### config.mk
export PLATFORM = sky130hd
export DESIGN_NAME = clock_ctrl
export DESIGN_NICKNAME = d
export VERILOG_FILES = /design/src/rtl/clock_pkg.sv /design/src/rtl/mod_counter.sv /design/src/rtl/clock_ctrl.sv
export SDC_FILE = /design/constraint.sdc
export NUM_CORES = 1
export LEC_CHECK = 0
export ABC_AREA = 1
export BUFFER_PORTS_ARGS = -buffer_cell sky130_fd_sc_hd__buf_2
export CORE_ASPECT_RATIO = 0.6
export CORE_UTILIZATION = 45
export CTS_CLUSTER_DIAMETER = 60
export DETAILED_ROUTE_END_ITERATION = 10
export GPL_TIMING_DRIVEN = 0
export PLACE_DENSITY = 0.66
export RECOVER_POWER = 100
export SLEW_MARGIN = 20
export SYNTH_ARGS = -nofsm -noshare
export SYNTH_HDL_FRONTEND = slang
export SYNTH_SLANG_ARGS = --single-unit
### constraint.sdc
create_clock -name clk -period 4.3 [get_ports clk]
set_clock_uncertainty 0.15 [all_clocks]
set_input_delay 0.645 -clock clk [delete_from_list [all_inputs] [get_ports clk]]
set_output_delay 0.645 -clock clk [all_outputs]
set_load 0.05 [all_outputs]
### src/rtl/clock_pkg.sv
// clock_pkg: mode encodings, field limits and widths shared by the time-of-day clock
package clock_pkg;
  typedef enum logic [1:0] {
    MODE_RUN   = 2'd0,
    MODE_SET_H = 2'd1,
    MODE_SET_M = 2'd2
  } mode_e;
  localparam int SEC_N  = 60;
  localparam int MIN_N  = 60;
  localparam int HOUR_N = 24;
  localparam int SEC_W  = 6;
  localparam int MIN_W  = 6;
  localparam int HOUR_W = 5;
endpackage

### src/rtl/mod_counter.sv
// mod_counter: enabled mod-N counter with synchronous clear and gated carry
module mod_counter #(
  parameter int N = 2,
  parameter int W = 1
) (
  input  logic         clk,
  input  logic         rstn,
  input  logic         en,
  input  logic         clr,
  output logic [W-1:0] q,
  output logic         c
);
  localparam logic [W-1:0] LAST = W'(N - 1);
  logic [W-1:0] r_q;
  // count 0..N-1 while enabled; clear wins over enable
  always_ff @(posedge clk or negedge rstn) begin
    if (!rstn) r_q <= '0;
    else if (clr) r_q <= '0;
    else if (en) r_q <= (r_q == LAST) ? '0 : r_q + 1'b1;
  end
  assign q = r_q;
  assign c = en & (r_q == LAST);
endmodule

### src/rtl/clock_ctrl.sv
// clock_ctrl: 24-hour clock sequencing a prescaler/sec/min/hour counter chain with set mode
module clock_ctrl
  import clock_pkg::*;
#(
  parameter int TICK_DIV = 100
) (
  input  logic              clk,
  input  logic              rstn,
  input  logic              mode_btn,
  input  logic              inc_btn,
  output logic [SEC_W-1:0]  sec,
  output logic [MIN_W-1:0]  min,
  output logic [HOUR_W-1:0] hour,
  output logic [1:0]        mode,
  output logic              sec_tick,
  output logic              day_c
);
  localparam int PW = $clog2(TICK_DIV);
  localparam logic [PW-1:0] PRE_LAST = PW'(TICK_DIV - 1);
  mode_e         r_mode;
  mode_e         w_mode_nxt;
  logic [PW-1:0] w_pre;
  logic          w_pre_c, w_sec_c, w_min_c, w_hour_c;
  logic          w_run, w_leave, w_inc, w_min_en, w_hour_en;
  // mode register
  always_ff @(posedge clk or negedge rstn) begin
    if (!rstn) r_mode <= MODE_RUN;
    else r_mode <= w_mode_nxt;
  end
  // mode sequencing RUN -> SET_H -> SET_M -> RUN; stray encodings recover to RUN
  always_comb begin
    w_mode_nxt = r_mode;
    case (r_mode)
      MODE_RUN:   w_mode_nxt = mode_btn ? MODE_SET_H : MODE_RUN;
      MODE_SET_H: w_mode_nxt = mode_btn ? MODE_SET_M : MODE_SET_H;
      MODE_SET_M: w_mode_nxt = mode_btn ? MODE_RUN : MODE_SET_M;
      default:    w_mode_nxt = MODE_RUN;
    endcase
  end
  assign w_run     = (r_mode == MODE_RUN);
  assign w_leave   = (r_mode == MODE_SET_M) & mode_btn;
  assign w_inc     = inc_btn & ~mode_btn;
  assign w_min_en  = w_run ? w_sec_c : (r_mode == MODE_SET_M) & w_inc;
  assign w_hour_en = w_run ? w_min_c : (r_mode == MODE_SET_H) & w_inc;
  mod_counter #(.N(TICK_DIV), .W(PW)) u_pre (
    .clk(clk), .rstn(rstn), .en(w_run), .clr(w_leave), .q(w_pre), .c(w_pre_c)
  );
  mod_counter #(.N(SEC_N), .W(SEC_W)) u_sec (
    .clk(clk), .rstn(rstn), .en(w_pre_c), .clr(w_leave), .q(sec), .c(w_sec_c)
  );
  mod_counter #(.N(MIN_N), .W(MIN_W)) u_min (
    .clk(clk), .rstn(rstn), .en(w_min_en), .clr(1'b0), .q(min), .c(w_min_c)
  );
  mod_counter #(.N(HOUR_N), .W(HOUR_W)) u_hour (
    .clk(clk), .rstn(rstn), .en(w_hour_en), .clr(1'b0), .q(hour), .c(w_hour_c)
  );
  assign mode     = r_mode;
  assign sec_tick = w_run & (w_pre == PRE_LAST);
  assign day_c    = w_run & w_hour_c;
endmodule

======== Yosys cells after proc, flatten, opt, wreduce, memory -nomap -nowiden ========
Index checks and enable logic that the tools add are counted.
Widths: inputs -> output; s select.
operators by class
  multiplexer cells ....................... 14
  equal/unequal tests ..................... 6
  reductions and logical operators ........ 3
  add/sub/neg operators ................... 4
  bitwise logic cells ..................... 10
operators with widths
  operator             count
  $mux 6               4
  $mux 7               3
  $add 6x1->6 const B  2
  $eq 6x6->1 const B   2
  $and 1x1->1          9
  $add 7x1->7 const B  1
  $eq 7x7->1 const B   1
  $pmux 2 s3           1
  $add 5x1->5 const B  1
  $eq 5x5->1 const B   1
  $mux 5               1
  $mux 2               2
  $reduce_bool 2->1    2
  $mux 1               3
  $eq 2x1->1 const B   1
  $eq 2x2->1 const B   1
  $logic_not 2->1      1
  $not 1->1            1
word-level totals
  word-level logic and storage cells ...... 42
  input bits .............................. 4
  register bits after elaboration ......... 26

======== Depth between registers and ports, before layout ========
Gate-level depths: netlist (run 1).
  word-level depth ........................ 8
  depth in mapped cells ................... 9
  depth with buffers taken out ............ 9

======== By module ========
A second synthesis (run 1) with hierarchy kept.
unflattened totals
  cell total of the unflattened synthesis .. 234
  area total of the unflattened synthesis .. 1607.8 µm²
modules (own cells, without submodules)
  module                   area each (µm²)  cells an instance  instances  sequential area each (µm²)
  mod_counter (u_min ...)  362.8            51                 2          150.1
  mod_counter (u_pre)      445.4            67                 1          175.2
  mod_counter (u_hour)     271.5            37                 1          125.1
  clock_ctrl               165.2            28                 1          50.0

======== Least setup slack after synthesis (run 1) ========
Ideal clock, no wire load.
  path type ............................... flip-flop to output port
  start ................................... reg u_sec.r_q[1] (netlist: u_sec.q[1])
  end ..................................... out day_c
  arrival ................................. 2.523 ns
  slack ................................... 0.982 ns
  buffers on the path ..................... 0
  required time ........................... 3.505 ns
  cell stages (with the launch flop) ...... 8
  path through ............................ dfrtp_1 ha_1 nand3_1 nor2_4 nand3_4 nand2_8 nand2_1 nor3_1
on the way
  word-level cells in the longest chain between the ends .. 7
ends and longest elaborated chain
  item                    RTL line           text
  from (decl)             mod_counter.sv:14  logic [W-1:0] r_q;
  from (signal assigned)  mod_counter.sv:19  else if (en) r_q <= (r_q == LAST) ? '0 : r_q + 1'b1;
  $eq 6x6->1              mod_counter.sv:22  assign c = en & (r_q == LAST);
  $and 1x1->1             mod_counter.sv:22
  $mux 1                  clock_ctrl.sv:43   assign w_min_en = w_run ? w_sec_c : (r_mode == MODE_SET_M) & w_inc;
  $and 1x1->1             mod_counter.sv:22
  $mux 1                  clock_ctrl.sv:44   assign w_hour_en = w_run ? w_min_c : (r_mode == MODE_SET_H) & w_inc;
  $and 1x1->1             mod_counter.sv:22
  $and 1x1->1             clock_ctrl.sv:59   assign day_c = w_run & w_hour_c;
  to (decl)               clock_ctrl.sv:16   output logic day_c
Every way passes these cells.

======== Final worst setup path (run 1) ========
  start ................................... reg u_pre.r_q[0] (netlist: u_pre.q[0])
  end ..................................... out day_c
on the way
  word-level cells in the longest chain between the ends .. 8
ends and longest elaborated chain
  item                      RTL line
  from (decl)               mod_counter.sv:14
  from (signal assigned)    mod_counter.sv:19
  $eq 7x7->1                mod_counter.sv:22
  $and 1x1->1 (2 in a row)  mod_counter.sv:22
  $mux 1                    clock_ctrl.sv:43
  $and 1x1->1               mod_counter.sv:22
  $mux 1                    clock_ctrl.sv:44
  $and 1x1->1               mod_counter.sv:22
  $and 1x1->1               clock_ctrl.sv:59
Every way passes these cells.

==> results of run 1 <==
-- layer usage --
layer / part of all wire [%] / global-route usage (%)
met5: 0 / 0
met4: 1.4 / 8.30
met3: 3.7 / 4.66
met2: 45 / 29.0
met1: 50 / 23.9
-- cell families (layout without fill, tap and decap cells) --
| kind of cell | count (synthesis) | count (layout) | share of synthesized area (%) |
|---|---|---|---|
| and+or+nand+nor | 102 | 102 | 36.7 |
| buffers and inverters | 24 | 51 | 5.91 |
| DFF | 26 | 26 | 42.7 |
| adders and majority gates | 4 | 4 | 3.28 |
| AOI/OAI and AO/OA | 21 | 21 | 7.47 |
| xor gates and xnor gates | 7 | 7 | 4.02 |
-- worst max-delay path, delay by kind of cell, from the launching register on --
family,cells,cell delay [ns]
AND/OR/NAND/NOR,6,1.18
buffers and inverters,1,0.48
flip-flops,1,0.40
adder cells (fa/ha/maj),1,0.25
-- cells in the mapped netlist (2+ instances only) --
library cell,instances,share of area [%]
nor2_4,2,1.5
nand2_1,39,9.6
o22ai_1,5,2.1
a21oi_1,9,3.0
inv_2,4,0.98
o21ai_0,6,2.0
xor2_1,6,3.4
nand3_1,23,7.5
nand4_1,4,1.6
ha_1,4,3.3
nand2_4,2,1.5
nand3_4,3,3.4
nor3_1,3,0.98
nand3_2,2,1.3
nor2_2,2,0.82
inv_1,20,4.9
dfrtp_1,26,43
nor2_1,17,4.2
-- layout make-up --
class | instances | share of cell area, %
Clock buffer | 3 | 2.51
Sequential cell | 26 | 39.5
Timing Repair Buffer | 24 | 5.63
Inverter | 24 | 5.48
Tap cell | 42 | 3.19
Multi-Input combinational cell | 134 | 43.7
-- sequential cells by signal, summed over array words and instances, names as in the netlist --
| register | cells |
|---|---|
| u_sec.q | 6 |
| u_hour.q | 5 |
| u_min.q | 6 |
| mode | 2 |
| u_pre.q | 7 |
-- worst max-delay path by stage --
stage | startpoint | end | slack, ns | cells past startpoint
2_1_floorplan | u_sec.q[1] | day_c | 0.98 | 7
3_3_place_gp | mode_btn | day_c | 1.68 | 7
3_5_place_dp | mode_btn | day_c | 1.70 | 7
4_1_cts | u_pre.q[0] | day_c | 1.52 | 8
5_1_grt | u_pre.q[0] | day_c | 0.73 | 8
6_report | u_pre.q[0] | day_c | 0.92 | 8
-- power breakdown --
group	internal, mW	leakage [nW]	switching (mW)
clock	0.0629	0.0216	0.0756
sequential	0.317	0.340	0.0956
combinational	0.126	0.435	0.343
total	0.505	0.797	0.514
==> summary.md, run 1 <==
| Metric | Value |
|---|---|
| Status | `complete, no violations` |
| EDFF count, synth | `0` |
| Worst-path maximum fanout | `10` |
| Avg Inst Size Synth | `8.29 um2` |
| Lkg Pwr | `0.797 nW` |
| Layout area overhead | `7.88%` |
| # diodes | `0` |
| Nets | `221` |
| Worst-path clk slew | `0.08 ns` |
| Hold path depth | `1` |
| Final Util | `54.1%` |
| Launch point of the worst hold path | `u_pre.q[0]` |
| Via density | `5.00` |
| Power per cell area | `620 nW/um2` |
| Post-synth ARST share | `100%` |
| Global route overflow | `0` |
| Setup WS pre-CTS | `1.70 ns` |
| # hold bufs at CTS | `0` |
| Finished Layout Cells | `253` |
| Synth warn | `0` |
| Setup crit end kind | `primary output` |
| Final setup vio count | `0` |
| Tcrit/Tclk final | `78.5%` |
| Post-DP HPWL | `2330 um` |
| Tmin final | `3.38 ns` |
| Most common cell after layout, fill and taps aside | `nand2_1` |
| Slew @ Worst Pin | `1.42 ns` |
| Crit Reg-Reg Startpoint | `u_pre.q[0]` |
| Number of port buffers | `24` |
| Worst hold path type | `reg -> reg` |
| Initial antenna violation count | `0` |
| WL/cell | `12.3 um` |
| Relative slew slack | `5.17%` |
| Final instance area | `1650 um2` |
| Hold Path Sink | `u_pre.q[0]` |
| Most frequent cells in the layout | `42 x nand2_1, 26 x dfrtp_1, 25 x nand3_1, 22 x inv_1, 22 x clkbuf_1` |
| Net Count, Synth | `192` |
| CTS Buf Count | `3` |
| CORE AREA | `3040 um2` |
| Register area share after synthesis | `42.7%` |
| Synth Flop Type | `dfrtp_1` |
| Starting Density | `50.2%` |
| Most frequent CP cell | `nand2_1` |
| Mapped cell area | `1530 um2` |
| Placed cells | `250` |
| CTS tree | `done` |
| Setup repair after global routing missed its margin | `no` |
| Row count | `15` |
| Critical path's largest stage delay | `0.48 ns` |
| Die H | `47.1 um` |
| Clock sink count | `26` |
| Die area | `3630 um2` |
| H-tree levels | `1` |
| Post-DP Area | `1700 um2` |
| Crit path arrival time | `2.58 ns` |
| Reg-to-Reg End | `u_hour.q[2]` |
| CP Data Required Time | `3.50 ns` |
| # DRC | `0` |
| Hold WS | `0.358 ns` |
| Register area | `651 um2` |
| Setup TNS | `0 ns` |
| 1st-pass router iterations | `4` |
| I/O pin count | `25` |
| Max VDD drop | `0.308 mV` |
| Vias in the first global route | `1065` |
| Routability cong. | `0.863` |
| Max-cap violations | `0` |
| Fillers | `310` |
| Hold Fails Final Rpt | `0` |
| Layout cell share with drive strength beyond 1 | `7.11%` |
| Die width | `77.2 um` |
| Drt total wl | `3110 um` |
| Largest net degree at the start of global routing | `27` |
| Worst path slowest cell | `clkbuf_1` |
| Vias | `1265` |
| Total power | `1.02 mW` |
| Post_cts resized | `0` |
| Reg2Reg Depth | `9` |
| CP startpoint kind | `register` |
| Multi-input logic area | `718 um2` |
| Final slew viol count | `0` |
| DRT antenna net count | `0` |
| Setup WS post-layout | `0.923 ns` |
| Post-CTS Setup Bufs | `0` |
| Setup CP Type | `reg -> out` |
| Total global-route track usage | `18.1%` |
| CP Cell Sequence | `ha_1 > nand3_2 > nor2_1 > nand3_1 > nand2_1 > nand2_1 > nor3_1 > clkbuf_1` |
| First-pass GRT wire length | `4890 um` |
| Cells after Synth | `184` |
| Library cells used by synthesis | `25` |
| Worst-Skew Late Latency | `0.27 ns` |
| Max clock buf depth | `2` |
| Post-synthesis register bit count | `26` |
| DR iter-0 viols | `35` |
| Clk root buf | `clkbuf_8` |
| Max Freq | `0.296 GHz` |
| Flop-to-flop setup slack | `1.93 ns` |
No activity file was read; power rests on OpenSTA's default activity.
==> inputs of run 2 (changes only) <==
==> constraint.sdc (replaced) <==
create_clock -name clk -period 3.23 [get_ports clk]
set_clock_uncertainty 0.15 [all_clocks]
set_input_delay 0.4845 -clock clk [delete_from_list [all_inputs] [get_ports clk]]
set_output_delay 0.4845 -clock clk [all_outputs]
set_load 0.05 [all_outputs]
==> summary.md, run 2 (synthesized netlist as in run 1, its figures left out) <==
| Metric | Value |
|---|---|
| Starting Density | `50.2%` |
| # hold bufs at CTS | `0` |
| Vias | `1272` |
| Status | `complete, no violations` |
| Largest net degree at the start of global routing | `27` |
| Lkg Pwr | `0.802 nW` |
| Clock sink count | `26` |
| Final instance area | `1670 um2` |
| Nets | `221` |
| Setup CP Type | `reg -> out` |
| Power per cell area | `816 nW/um2` |
| Worst-path maximum fanout | `10` |
| Vias in the first global route | `1065` |
| Hold Fails Final Rpt | `0` |
| Worst hold path type | `in -> reg` |
| DR iter-0 viols | `38` |
| Relative slew slack | `5.51%` |
| CTS Buf Count | `3` |
| Post-DP Area | `1700 um2` |
| DRT antenna net count | `0` |
| Slew @ Worst Pin | `1.42 ns` |
| Total global-route track usage | `18.1%` |
| Worst-path clk slew | `0.08 ns` |
| Routability cong. | `0.863` |
| Post-CTS Setup Bufs | `0` |
| Drt total wl | `3110 um` |
| H-tree levels | `1` |
| # diodes | `0` |
| Row count | `15` |
| Crit path arrival time | `2.21 ns` |
| Post_cts resized | `0` |
| Total power | `1.36 mW` |
| First-pass GRT wire length | `4890 um` |
| Most frequent cells in the layout | `41 x nand2_1, 26 x dfrtp_1, 25 x nand3_1, 22 x inv_1, 21 x clkbuf_1` |
| Worst-Skew Late Latency | `0.27 ns` |
| Max clock buf depth | `2` |
| Tcrit/Tclk final | `88.2%` |
| WL/cell | `12.3 um` |
| CORE AREA | `3040 um2` |
| Clk root buf | `clkbuf_8` |
| Layout cell share with drive strength beyond 1 | `8.53%` |
| Setup crit end kind | `primary output` |
| Final setup vio count | `0` |
| Max-cap violations | `0` |
| Initial antenna violation count | `0` |
| Critical path's largest stage delay | `0.40 ns` |
| CTS tree | `done` |
| CP Cell Sequence | `ha_1 > nand3_2 > nor2_4 > nand3_1 > nand2_8 > nand2_1 > nor3_1 > clkbuf_2` |
| Max VDD drop | `0.411 mV` |
| 1st-pass router iterations | `4` |
| Die area | `3630 um2` |
| Setup WS post-layout | `0.381 ns` |
| Final Util | `54.9%` |
| Via density | `5.03` |
| Die width | `77.2 um` |
| Max reg flops | `7` |
| Max Freq | `0.351 GHz` |
| Placed cells | `250` |
| Post-DP HPWL | `2330 um` |
| Global route overflow | `0` |
| Final slew viol count | `0` |
| Most common cell after layout, fill and taps aside | `nand2_1` |
| Hold WS | `0.300 ns` |
| I/O pin count | `25` |
| # DRC | `0` |
| Setup TNS | `0 ns` |
| Tmin final | `2.85 ns` |
| Worst path slowest cell | `dfrtp_1` |
| Number of port buffers | `24` |
| CP Data Required Time | `2.60 ns` |
| Finished Layout Cells | `253` |
| Layout area overhead | `9.52%` |
| Setup WS pre-CTS | `0.922 ns` |
| CP startpoint kind | `register` |
| Die H | `47.1 um` |
| Setup repair after global routing missed its margin | `no` |
==> run 2: power breakdown <==
part,leakage [nW],internal [mW],total (mW),switching (mW)
Sequential,0.340,0.422,0.550,0.128
Combinational,0.441,0.169,0.630,0.461
Clock,0.0216,0.0837,0.184,0.100
Total,0.802,0.675,1.36,0.689
==> run 2: worst paths after layout <==
| kind | startpoint | end | slack, ns | cells past startpoint |
|---|---|---|---|---|
| min in group asynchronous | rstn | u_sec.q[2] | 0.37 | 1 |
| worst max-delay path | u_pre.q[0] | day_c | 0.38 | 8 |
| worst min-delay path | mode_btn | mode[1] | 0.30 | 2 |
| worst min register to register | u_pre.q[0] | u_pre.q[0] | 0.36 | 1 |
| max in group asynchronous | rstn | u_pre.q[2] | 1.72 | 1 |
| worst max register to register | u_pre.q[0] | u_hour.q[2] | 1.06 | 9 |
==> run 2: worst max-delay path: cells and delay by family, from the launching register on <==
| family | cells | cell delay, ns |
|---|---|---|
| and+or+nand+nor | 6 | 1.00 |
| adders and majority gates | 1 | 0.25 |
| DFF | 1 | 0.40 |
| buffers and inverters | 1 | 0.30 |
==> run 2: final cells by class <==
cell class	count	area [um2]
Inverter	24	90.1
Multi-Input combinational cell	134	742
Timing Repair Buffer	24	93.8
Fill cell	304	1370
Clock buffer	3	41.3
Sequential cell	26	651
Tap cell	42	52.6
==> run 2: routing by layer <==
| layer | global-route usage (%) | up-vias | part of all wire [%] |
|---|---|---|---|
| met5 | 0 | - | 0 |
| met4 | 8.30 | 0 | 1.4 |
| met3 | 4.66 | 4 | 3.9 |
| met1 | 23.9 | 585 | 50 |
| met2 | 29.0 | 23 | 45 |
| li1 | - | 660 | - |
